$ cat src/rtl/eh2_pkg.sv
// Shared LSU types: store-buffer depth, access-size encoding, core geometry
// parameters and the size-to-last-byte offset helper.
package eh2_pkg;

    localparam int unsigned STBUF_DEPTH = 4;

    typedef enum logic [1:0] {
        LSU_SIZE_BYTE = 2'd0,
        LSU_SIZE_HALF = 2'd1,
        LSU_SIZE_WORD = 2'd2
    } eh2_lsu_size_e;

    typedef struct packed {
        int unsigned DCCM_BITS;
        int unsigned DCCM_FDATA_WIDTH;
        int unsigned LOAD_TO_USE_PLUS1;
    } eh2_param_t;

    localparam eh2_param_t EH2_PARAM_DEFAULT = '{
        DCCM_BITS:         32'd16,
        DCCM_FDATA_WIDTH:  32'd39,
        LOAD_TO_USE_PLUS1: 32'd0
    };

    // Offset from the first to the last byte of an access; the reserved size 3 acts as a word.
    function automatic logic [1:0] size_offset(input logic [1:0] size);
        case (size)
            LSU_SIZE_BYTE: size_offset = 2'd0;
            LSU_SIZE_HALF: size_offset = 2'd1;
            LSU_SIZE_WORD: size_offset = 2'd3;
            default:       size_offset = 2'd3;
        endcase
    endfunction

endpackage

$ cat src/rtl/eh2_lsu_stbuf.sv
// Four-entry circular store buffer; also exposes per-entry valid bits and
// lo/hi word addresses so the load path can detect address overlap.
module eh2_lsu_stbuf
    import eh2_pkg::*;
#(
    parameter int AW = 16,
    parameter int DW = 39
) (
    input  logic                               clk,
    input  logic                               rst_l,
    input  logic                               push,
    input  logic                               pop,
    input  logic [AW-1:0]                      push_addr,
    input  logic [1:0]                         push_size,
    input  logic [DW-1:0]                      push_lo,
    input  logic [DW-1:0]                      push_hi,
    output logic [2:0]                         count,
    output logic [AW-1:0]                      head_addr,
    output logic [1:0]                         head_size,
    output logic [DW-1:0]                      head_lo,
    output logic [DW-1:0]                      head_hi,
    output logic [STBUF_DEPTH-1:0]             ent_valid,
    output logic [STBUF_DEPTH-1:0][AW-1:2]     ent_lo_word,
    output logic [STBUF_DEPTH-1:0][AW-1:2]     ent_hi_word
);

    logic [1:0]    wr_ptr_r;
    logic [1:0]    rd_ptr_r;
    logic [2:0]    count_r;
    logic [AW-1:0] addr_r [STBUF_DEPTH];
    logic [1:0]    size_r [STBUF_DEPTH];
    logic [DW-1:0] lo_r   [STBUF_DEPTH];
    logic [DW-1:0] hi_r   [STBUF_DEPTH];

    // Pointer and occupancy update; a simultaneous push and pop leaves count unchanged.
    always_ff @(posedge clk or negedge rst_l) begin
        if (!rst_l) begin
            wr_ptr_r <= 2'd0;
            rd_ptr_r <= 2'd0;
            count_r  <= 3'd0;
        end else begin
            if (push) wr_ptr_r <= wr_ptr_r + 2'd1;
            if (pop)  rd_ptr_r <= rd_ptr_r + 2'd1;
            case ({push, pop})
                2'b10:   count_r <= count_r + 3'd1;
                2'b01:   count_r <= count_r - 3'd1;
                default: count_r <= count_r;
            endcase
        end
    end

    // Entry storage written at the tail.
    always_ff @(posedge clk or negedge rst_l) begin
        if (!rst_l) begin
            for (int i = 0; i < STBUF_DEPTH; i++) begin
                addr_r[i] <= '0;
                size_r[i] <= 2'd0;
                lo_r[i]   <= '0;
                hi_r[i]   <= '0;
            end
        end else if (push) begin
            addr_r[wr_ptr_r] <= push_addr;
            size_r[wr_ptr_r] <= push_size;
            lo_r[wr_ptr_r]   <= push_lo;
            hi_r[wr_ptr_r]   <= push_hi;
        end
    end

    // An entry is live when its distance from the head is below the occupancy.
    for (genvar g = 0; g < STBUF_DEPTH; g++) begin : g_ent
        logic [AW-1:0] hi_addr_s;
        assign hi_addr_s      = addr_r[g] + {{(AW-2){1'b0}}, size_offset(size_r[g])};
        assign ent_lo_word[g] = addr_r[g][AW-1:2];
        assign ent_hi_word[g] = hi_addr_s[AW-1:2];
        assign ent_valid[g]   = (3'(2'(g) - rd_ptr_r) < count_r);
    end

    assign count     = count_r;
    assign head_addr = addr_r[rd_ptr_r];
    assign head_size = size_r[rd_ptr_r];
    assign head_lo   = lo_r[rd_ptr_r];
    assign head_hi   = hi_r[rd_ptr_r];

endmodule

$ cat src/rtl/eh2_lsu_dccm_req.sv
// DCCM request arbiter: loads issue immediately unless they overlap a buffered
// store; buffered stores drain one per load-idle cycle; responses return after L cycles.
module eh2_lsu_dccm_req
    import eh2_pkg::*;
#(
    parameter eh2_param_t pt = EH2_PARAM_DEFAULT
) (
    input  logic                             clk,
    input  logic                             rst_l,
    input  logic                             ld_valid,
    output logic                             ld_ready,
    input  logic [pt.DCCM_BITS-1:0]          ld_addr,
    input  logic [1:0]                       ld_size,
    input  logic                             st_valid,
    output logic                             st_ready,
    input  logic [pt.DCCM_BITS-1:0]          st_addr,
    input  logic [1:0]                       st_size,
    input  logic [pt.DCCM_FDATA_WIDTH-1:0]   st_data_lo,
    input  logic [pt.DCCM_FDATA_WIDTH-1:0]   st_data_hi,
    output logic                             dccm_wren,
    output logic                             dccm_rden,
    output logic [pt.DCCM_BITS-1:0]          dccm_wr_addr_lo,
    output logic [pt.DCCM_BITS-1:0]          dccm_wr_addr_hi,
    output logic [pt.DCCM_BITS-1:0]          dccm_rd_addr_lo,
    output logic [pt.DCCM_BITS-1:0]          dccm_rd_addr_hi,
    output logic [pt.DCCM_FDATA_WIDTH-1:0]   dccm_wr_data_lo,
    output logic [pt.DCCM_FDATA_WIDTH-1:0]   dccm_wr_data_hi,
    input  logic [pt.DCCM_FDATA_WIDTH-1:0]   dccm_rd_data_lo,
    input  logic [pt.DCCM_FDATA_WIDTH-1:0]   dccm_rd_data_hi,
    output logic                             ld_resp_valid,
    output logic [pt.DCCM_FDATA_WIDTH-1:0]   ld_resp_data_lo,
    output logic [pt.DCCM_FDATA_WIDTH-1:0]   ld_resp_data_hi,
    output logic                             stbuf_empty
);

    localparam int DB = pt.DCCM_BITS;
    localparam int FW = pt.DCCM_FDATA_WIDTH;
    localparam int L  = 1 + pt.LOAD_TO_USE_PLUS1;

    logic [2:0]                         count_s;
    logic [DB-1:0]                      head_addr_s;
    logic [1:0]                         head_size_s;
    logic [FW-1:0]                      head_lo_s;
    logic [FW-1:0]                      head_hi_s;
    logic [STBUF_DEPTH-1:0]             ent_valid_s;
    logic [STBUF_DEPTH-1:0][DB-1:2]     ent_lo_word_s;
    logic [STBUF_DEPTH-1:0][DB-1:2]     ent_hi_word_s;
    logic [DB-1:0]                      ld_hi_addr_s;
    logic [DB-1:0]                      head_hi_addr_s;
    logic                               hazard_s;
    logic                               ld_fire_s;
    logic                               st_push_s;
    logic                               drain_s;
    logic [DB-1:0]                      rd_addr_lo_r;
    logic [DB-1:0]                      rd_addr_hi_r;
    logic [DB-1:0]                      wr_addr_lo_r;
    logic [DB-1:0]                      wr_addr_hi_r;
    logic [FW-1:0]                      wr_data_lo_r;
    logic [FW-1:0]                      wr_data_hi_r;
    logic [L-1:0]                       resp_sr_r;

    eh2_lsu_stbuf #(.AW(DB), .DW(FW)) u_stbuf (
        .clk         (clk),
        .rst_l       (rst_l),
        .push        (st_push_s),
        .pop         (drain_s),
        .push_addr   (st_addr),
        .push_size   (st_size),
        .push_lo     (st_data_lo),
        .push_hi     (st_data_hi),
        .count       (count_s),
        .head_addr   (head_addr_s),
        .head_size   (head_size_s),
        .head_lo     (head_lo_s),
        .head_hi     (head_hi_s),
        .ent_valid   (ent_valid_s),
        .ent_lo_word (ent_lo_word_s),
        .ent_hi_word (ent_hi_word_s)
    );

    assign ld_hi_addr_s   = ld_addr + {{(DB-2){1'b0}}, size_offset(ld_size)};
    assign head_hi_addr_s = head_addr_s + {{(DB-2){1'b0}}, size_offset(head_size_s)};

    // Any overlap of either end of the load with either end of a live store blocks the load.
    always_comb begin
        hazard_s = 1'b0;
        for (int i = 0; i < STBUF_DEPTH; i++) begin
            if (ent_valid_s[i] &&
                ((ent_lo_word_s[i] == ld_addr[DB-1:2])      ||
                 (ent_lo_word_s[i] == ld_hi_addr_s[DB-1:2]) ||
                 (ent_hi_word_s[i] == ld_addr[DB-1:2])      ||
                 (ent_hi_word_s[i] == ld_hi_addr_s[DB-1:2]))) begin
                hazard_s = 1'b1;
            end else begin
                hazard_s = hazard_s;
            end
        end
    end

    assign ld_ready    = ~hazard_s;
    assign st_ready    = (count_s < 3'd4);
    assign ld_fire_s   = ld_valid & ld_ready;
    assign st_push_s   = st_valid & st_ready;
    assign drain_s     = ~ld_fire_s & (count_s != 3'd0);
    assign stbuf_empty = (count_s == 3'd0);
    assign dccm_rden   = ld_fire_s;
    assign dccm_wren   = drain_s;

    // Last-issued addresses and data, so idle outputs keep their previous value.
    always_ff @(posedge clk or negedge rst_l) begin
        if (!rst_l) begin
            rd_addr_lo_r <= '0;
            rd_addr_hi_r <= '0;
            wr_addr_lo_r <= '0;
            wr_addr_hi_r <= '0;
            wr_data_lo_r <= '0;
            wr_data_hi_r <= '0;
        end else begin
            if (ld_fire_s) begin
                rd_addr_lo_r <= ld_addr;
                rd_addr_hi_r <= ld_hi_addr_s;
            end
            if (drain_s) begin
                wr_addr_lo_r <= head_addr_s;
                wr_addr_hi_r <= head_hi_addr_s;
                wr_data_lo_r <= head_lo_s;
                wr_data_hi_r <= head_hi_s;
            end
        end
    end

    assign dccm_rd_addr_lo = ld_fire_s ? ld_addr        : rd_addr_lo_r;
    assign dccm_rd_addr_hi = ld_fire_s ? ld_hi_addr_s   : rd_addr_hi_r;
    assign dccm_wr_addr_lo = drain_s   ? head_addr_s    : wr_addr_lo_r;
    assign dccm_wr_addr_hi = drain_s   ? head_hi_addr_s : wr_addr_hi_r;
    assign dccm_wr_data_lo = drain_s   ? head_lo_s      : wr_data_lo_r;
    assign dccm_wr_data_hi = drain_s   ? head_hi_s      : wr_data_hi_r;

    // Read-valid pipeline; the truncated concatenation shifts in the new issue at bit 0.
    always_ff @(posedge clk or negedge rst_l) begin
        if (!rst_l) begin
            resp_sr_r <= '0;
        end else begin
            resp_sr_r <= L'({resp_sr_r, ld_fire_s});
        end
    end

    assign ld_resp_valid   = resp_sr_r[L-1];
    assign ld_resp_data_lo = dccm_rd_data_lo;
    assign ld_resp_data_hi = dccm_rd_data_hi;

endmodule

$ cat config.mk
export PLATFORM = sky130hd
export DESIGN_NAME = eh2_lsu_dccm_req
export DESIGN_NICKNAME = d
export VERILOG_FILES = /design/src/rtl/eh2_pkg.sv /design/src/rtl/eh2_lsu_stbuf.sv /design/src/rtl/eh2_lsu_dccm_req.sv
export SDC_FILE = /design/constraint.sdc
export NUM_CORES = 1
export LEC_CHECK = 0
export CAP_MARGIN = 30
export CORE_MARGIN = 1.5
export CORE_UTILIZATION = 45
export CTS_BUF_LIST = sky130_fd_sc_hd__clkbuf_2
export DETAILED_ROUTE_END_ITERATION = 8
export HOLD_SLACK_MARGIN = 0.06
export PLACE_DENSITY = 0.79
export REMOVE_ABC_BUFFERS = 1
export SYNTH_ARGS = -nofsm -noshare
export SYNTH_HDL_FRONTEND = slang
export SYNTH_SLANG_ARGS = --single-unit
$ cat constraint.sdc
create_clock -name clk -period 10.5 [get_ports clk]
set_input_delay 1.05 -clock clk [delete_from_list [all_inputs] [get_ports clk]]
set_output_delay 1.05 -clock clk [all_outputs]
set_load 0.05 [all_outputs]
# After elaboration in Yosys (flattened, before gate mapping)
# Index checks and enable logic that the tools add are counted.
# word_totals
register_bits	534
input_bits	196
out_inout_bits	226
elab_cells	144
# op_classes
add_sub_neg	14
magnitude_cmp	8
eq_ne	24
muxes	39
bitwise_logic	7
n_reduce_logical	26
# op_table
operator	n
156-bit bitwise mux	2
39-bit 2-to-1 mux	7
14-bit equality test	16
39-bit binary-select mux with 2-bit select	2
16-bit 2-to-1 mux	7
16-bit by 2-bit adder with 16-bit output	6
39-bit demux with 2-bit select	1
64-bit bitwise mux	1
16-bit binary-select mux with 2-bit select	1
16-bit demux with 2-bit select	1
2-bit one-hot mux with 2 select lines	6
2-bit by 1-bit equality test with 1-bit output (second input constant)	7
2-bit zero test	6
1-bit logical OR	12
3-bit < comparator	4
8-bit bitwise mux	1
3-bit greater-or-equal comparator (second input constant)	2
2-bit 2-to-1 mux	3
2-bit NOT with 3-bit output	2
3-bit one-hot mux with 2 select lines	1
1-bit by 2-bit subtractor with 3-bit output (first input constant)	2
2-bit by 2-bit subtractor with 3-bit output (first input constant)	2
1-bit logical AND	5
2-bit by 1-bit adder with 2-bit output (second input constant)	2
other kinds (13)	19

# Logic depth before layout (Yosys ltp)
# depth
word_depth	18
depth_mapped	25

# Cells and area by module
# A second synthesis with hierarchy kept.
# hier_totals
cells_unflattened	2927
area_unflattened_um2	32820.2
# modules_own_cells
module	n_inst	cells_each	area_each_um2	seq_area_each_um2
eh2_lsu_stbuf	1	1196	18462.7	9784.4
eh2_lsu_dccm_req	1	1731	14357.5	3578.4

# Worst setup path before layout
# Ideal clock, no wire load.
# synth_timing
kind	flip-flop to output port
startpoint	reg u_stbuf.rd_ptr_r[0]
endpoint	out dccm_rd_addr_hi[14]
arrival_time_ns	5.480
required_ns	9.450
path_slack_ns	3.970
path_stages_with_launch	19
path_buffers	5
cell_sequence	dfrtp_1 -> clkbuf_1 -> clkbuf_1 -> clkbuf_1 -> buf_1 -> inv_1 -> ha_1 -> inv_1 -> ha_1 -> a21o_1 -> a21o_1 -> or3_1 -> nor4b_1 -> a41o_1 -> a311oi_1 -> o2111ai_2 -> nor3_2 -> buf_4 -> mux2i_1
# synth_between
elab_chain_cells	10
elab_cells_between_ends	19
classes_between	4 x add/sub; 4 x order compare; 5 x mux; 2 x bitwise; 4 x reduce/logical
# synth_lines
item	line	text
from (decl)	eh2_lsu_stbuf.sv:28	logic [1:0] rd_ptr_r;
from (signal assigned)	eh2_lsu_stbuf.sv:43	if (pop) rd_ptr_r <= rd_ptr_r + 2'd1;
1-bit by 2-bit subtractor with 3-bit output	eh2_lsu_stbuf.sv:75	assign ent_valid[g] = (3'(2'(g) - rd_ptr_r) < count_r);
3-bit < comparator	eh2_lsu_stbuf.sv:75	
1-bit logical AND	eh2_lsu_dccm_req.sv:88	if (ent_valid_s[i] &&
1-bit 2-to-1 mux (3 in series)	eh2_lsu_dccm_req.sv:88	
1-bit 2-to-1 mux (*)	eh2_lsu_dccm_req.sv:88	
1-bit NOT (*)	eh2_lsu_dccm_req.sv:100	assign ld_ready = ~hazard_s;
1-bit AND (*)	eh2_lsu_dccm_req.sv:102	assign ld_fire_s = ld_valid & ld_ready;
net dccm_rden	eh2_lsu_dccm_req.sv:21	output logic dccm_rden,
16-bit 2-to-1 mux (*)	-	
to (decl)	eh2_lsu_dccm_req.sv:25	output logic [pt.DCCM_BITS-1:0] dccm_rd_addr_hi,
# Mark *: on every way through the listed nets, which the timed path passes. The rest lies on a longest branch.

# Worst setup path in the final report
# layout_timing
startpoint	in ld_size[1]
endpoint	out dccm_wr_data_hi[7]
# layout_between
elab_chain_cells	17
elab_cells_between_ends	37
classes_between	1 x add/sub; 9 x eq/ne; 6 x mux; 4 x bitwise; 17 x reduce/logical
# layout_lines
item	line	text
from (decl)	eh2_lsu_dccm_req.sv:13	input logic [1:0] ld_size,
2-bit by 1-bit equality test with 1-bit output or 2-bit zero test (tied branches)	eh2_pkg.sv:27	case (size)
2-bit one-hot mux with 2 select lines (*)	eh2_pkg.sv:27	
16-bit by 2-bit adder with 16-bit output (*)	eh2_lsu_dccm_req.sv:81	assign ld_hi_addr_s = ld_addr + {{(DB-2){1'b0}}, size_offset(ld_size)};
14-bit equality test	eh2_lsu_dccm_req.sv:90	(ent_lo_word_s[i] == ld_hi_addr_s[DB-1:2]) ||
1-bit logical OR	eh2_lsu_dccm_req.sv:89	((ent_lo_word_s[i] == ld_addr[DB-1:2]) ||
1-bit logical OR	eh2_lsu_dccm_req.sv:90	
1-bit logical OR	eh2_lsu_dccm_req.sv:91	(ent_hi_word_s[i] == ld_addr[DB-1:2]) ||
1-bit logical AND	eh2_lsu_dccm_req.sv:88	
1-bit 2-to-1 mux (3 in series)	eh2_lsu_dccm_req.sv:88	
1-bit 2-to-1 mux (*)	eh2_lsu_dccm_req.sv:88	
1-bit NOT (*)	eh2_lsu_dccm_req.sv:100	
1-bit AND (*)	eh2_lsu_dccm_req.sv:102	
1-bit NOT (*)	eh2_lsu_dccm_req.sv:104	assign drain_s = ~ld_fire_s & (count_s != 3'd0);
1-bit AND (*)	eh2_lsu_dccm_req.sv:104	
39-bit 2-to-1 mux (*)	-	
to (decl)	eh2_lsu_dccm_req.sv:27	output logic [pt.DCCM_FDATA_WIDTH-1:0] dccm_wr_data_hi,
# Every way passes the cells marked *; elsewhere a longest branch is shown, timed or not.

==> impl_metrics.toml <==
[clocking]
cts_tree = "yes"
post_cts_buffers = 0
numCtsBuffers = 140
clkTransAtPathRegs_ns = 0.08
clk_path_buf_depth = 3
cts-root-buf = "clkbuf_2"
cts.sinks = 534
worstSkewPairLatency_ns = 1.32
h-tree-depth = 4
ctsResizeCount = 0

[drt]
first_pass_iters = 5
drt_iter0_drc = 1390
via_per_inst = 5.844
drcViolationCount = 0
routed_wl_mm = 87.59
antenna_left = 0
vias = 19700
post_drt_wl_per_cell_um = 25.98

[grt]
grt_max_degree = 164
antenna_found_initial = 6
grt_pass1_vias = 20975
grt_overflow = 0
grt_pass1_wl_mm = 131.7
grt_usage_pct = 26.75

[finish]
drive_gt1_share_pct = 36.56
synthToLayoutAreaGrowth_pct = 14.41
post-route-util_pct = 52.19
num-fill-cells = 5350
final_common_cell = "dfrtp_1"
nets = 2649
final_cell_mix = "532 x dfrtp_1, 456 x mux2_2, 264 x clkdlybuf4s50_1"

[worst_setup_path]
max_stage_delay_ns = 0.82
arrival_ns = 7.63
cpMostUsedCell = "clkdlybuf4s50_1"
start_kind = "primary input"
path_max_fanout = 44
crit_required_ns = 9.45
end_kind = "output pin"
path_class = "primary input to output pin"
slowest_stage = "clkdlybuf4s50_1"
worstPathCellList = "clkdlybuf4s50_1 -> or2_2 -> ha_1 -> fa_1 -> nand3_1 -> nor3_1 -> or4_1 -> a2111oi_0 -> o31ai_1 -> nor4_1 -> a311oi_1 -> o2111ai_2 -> o31ai_4 -> buf_4 -> mux2_2 -> clkdlybuf4s50_1"
rrSetupSlack_ns = 5.08

[place]
gp_congestion = 1.015
io_buffers = 265
dp_hpwl_mm = 61.61

[pwr]
pwr-share-clk_pct = 12.0
leakagePower_nw = 13.96
p_switching_w = 0.005296
irDropWorstVdd_v = 0.0004265
p_seq_share_pct = 32.7
combPwrFrac_pct = 55.3
switching_share_pct = 44.76
p_int_w = 0.006536
power_density_nw_per_um2 = 359.4
power_w = 0.01183

[sta]
post-route-period-util_pct = 82.63
setup_viol = 0
finalCriticalPeriod_ns = 8.676
max_freq_mhz = 115.3
timing.final.hold_violations = 0
max_slew.worst_pin.slew_ns = 1.035
finalHoldWorstSlack_ns = 0.3160
rsz0062_at_grt = "no"
fin_worst_skew_ns = 0.1439
slew-limit-headroom_pct = 31.03
drv_slew = 0

[floorplan]
die_y_um = 255.9
start_util_pct = 45.62
core_um2 = 63080
design.die.area_um2 = 65470
die_x_um = 255.9
ios = 422
rows = 92

[synthesis]
yosys.area.top_type_share_pct = 46.44
postSynthAreaPerCell_um2 = 13.04
synth_area_leaders = "dfrtp_1 46%, mux2_2 18%, mux4_2 7.5%"
ys_seq_area_share_pct = 46.44
synth-seq-cells = 534
ys.flop_type = "dfrtp_1"
async_flop_share_pct = 100.0
netlist_instances = 2206
yosys_warnings = 0
synth_edf_count = 0
synth_area_leader_cell = "dfrtp_1"
yosysUniqueCellTypes = 95
syn_area_um2 = 28780

[flow_run]
drv_cap = 0

[min_path]
hp-class = "primary input to asynchronous set/reset pin"

[status]
outcome = "finished clean"
[timing repair]
item,in CTS,in global routing
hold buffers,1,0
endpoints found under the hold margin,86,0
endpoints found under the setup margin,0,0
[state kept, by name (all words and copies together), names as in the netlist]
| signal | flops |
|---|---|
| u_stbuf.wr_ptr_r | 2 |
| u_stbuf.hi_r | 156 |
| u_stbuf.count | 3 |
| u_stbuf.addr_r | 8 |
| ld_resp_valid | 1 |
| u_stbuf.lo_r | 156 |
| wr_addr_hi_r | 16 |
| wr_data_lo_r | 39 |
| wr_addr_lo_r | 16 |
| rd_addr_hi_r | 16 |
| u_stbuf.rd_ptr_r | 2 |
| wr_data_hi_r | 39 |
| u_stbuf.size_r | 8 |
| u_stbuf.ent_lo_word | 56 |
| rd_addr_lo_r | 16 |
[layout make-up]
type	count	area [um^2]	area share, %
Multi-Input combinational cell	1403	14030	42.62
Sequential cell	534	13370	40.61
Timing Repair Buffer	306	3083	9.365
Clock buffer	212	1061	3.223
Tap cell	846	1059	3.215
Inverter	43	161.4	0.4903
Clock inverter	24	150.1	0.4561
Antenna cell	3	7.507	0.02280
[worst paths after layout]
check / startpoint / end / cells after the start
max reg2reg: u_stbuf.size_r[1] / u_stbuf.count[2] / 18
min reg2reg: wr_data_hi_r[13] / wr_data_hi_r[13] / 1
min: rst_l / rd_addr_lo_r[6] / 2
max in group asynchronous: rst_l / u_stbuf.lo_r[85] / 5
min in group clk: st_data_hi[15] / u_stbuf.hi_r[132] / 2
max: ld_size[1] / dccm_wr_data_hi[7] / 16
[worst max-delay path: cells and delay by family]
family          cells  cell delay (ns)
mux                 1             0.34
buf+inv             3             1.67
compound gates      5             1.56
simple gates        5             1.94
fa+ha+maj           2             1.02
[power by group through the flow]
stage	combinational (W)	clock, W	sequential [W]
after floorplan	0.00478	0	0.00364
after global placement	0.00638	0	0.00377
after detailed placement	0.00652	0	0.00389
after CTS	0.00656	0.00148	0.00384
after global routing	0.00687	0.00159	0.00398
final	0.00654	0.00142	0.00387
[cell usage after synthesis (8+ instances only)]
cell type  number
a21oi_1        29
a31oi_1        10
and2_1          8
and3_1         11
and4_1         13
buf_1          32
buf_2          26
buf_4          84
buf_6           8
clkbuf_1       75
dfrtp_1       534
ha_1           22
inv_1          42
mux2_2        456
mux2_4         66
mux2i_1        16
mux4_2         96
nand2_1        72
nand3_1        44
nand4_1        33
nor2_1         48
nor3_1         33
nor4_1         19
o2111ai_1      11
o211ai_1       12
o21ai_0        28
o22ai_1         8
o31ai_1        12
or3_1          12
xnor2_1       129
xor2_1         70
[logic make-up after synthesis]
logic type | share of synthesized area, %
AO/OA/AOI/OAI | 4.914
XOR/XNOR | 6.327
adder cells (fa/ha/maj) | 1.165
buffers and inverters | 4.931
flip-flops | 46.44
multiplexers | 29.36
AND/OR/NAND/NOR | 6.866
[per-stage QoR]
| stage | cell area (um^2) | setup WS [ns] | TNS (ns) | std cells |
|---|---|---|---|---|
| floorplan | 27520 | -1.566 | -88.23 | 1980 |
| global placement | 31550 | 1.984 | 0 | 3124 |
| detailed placement | 31610 | 1.943 | 0 | 3127 |
| CTS | 32830 | 1.926 | 0 | 3364 |
| global route | 32920 | 1.656 | 0 | 3370 |
| finish | 32920 | 1.824 | 0 | 3371 |
[layer usage]
metal | track usage [%] | vias up | share of wire (%)
met1 | 32.05 | 10169 | 39
met4 | 10.98 | 16 | 3.5
met2 | 42.29 | 834 | 47
li1 | - | 8503 | -
met3 | 11.03 | 178 | 9.6
met5 | 3.509 | - | 0.41
(Power assumes the default switching activity.)
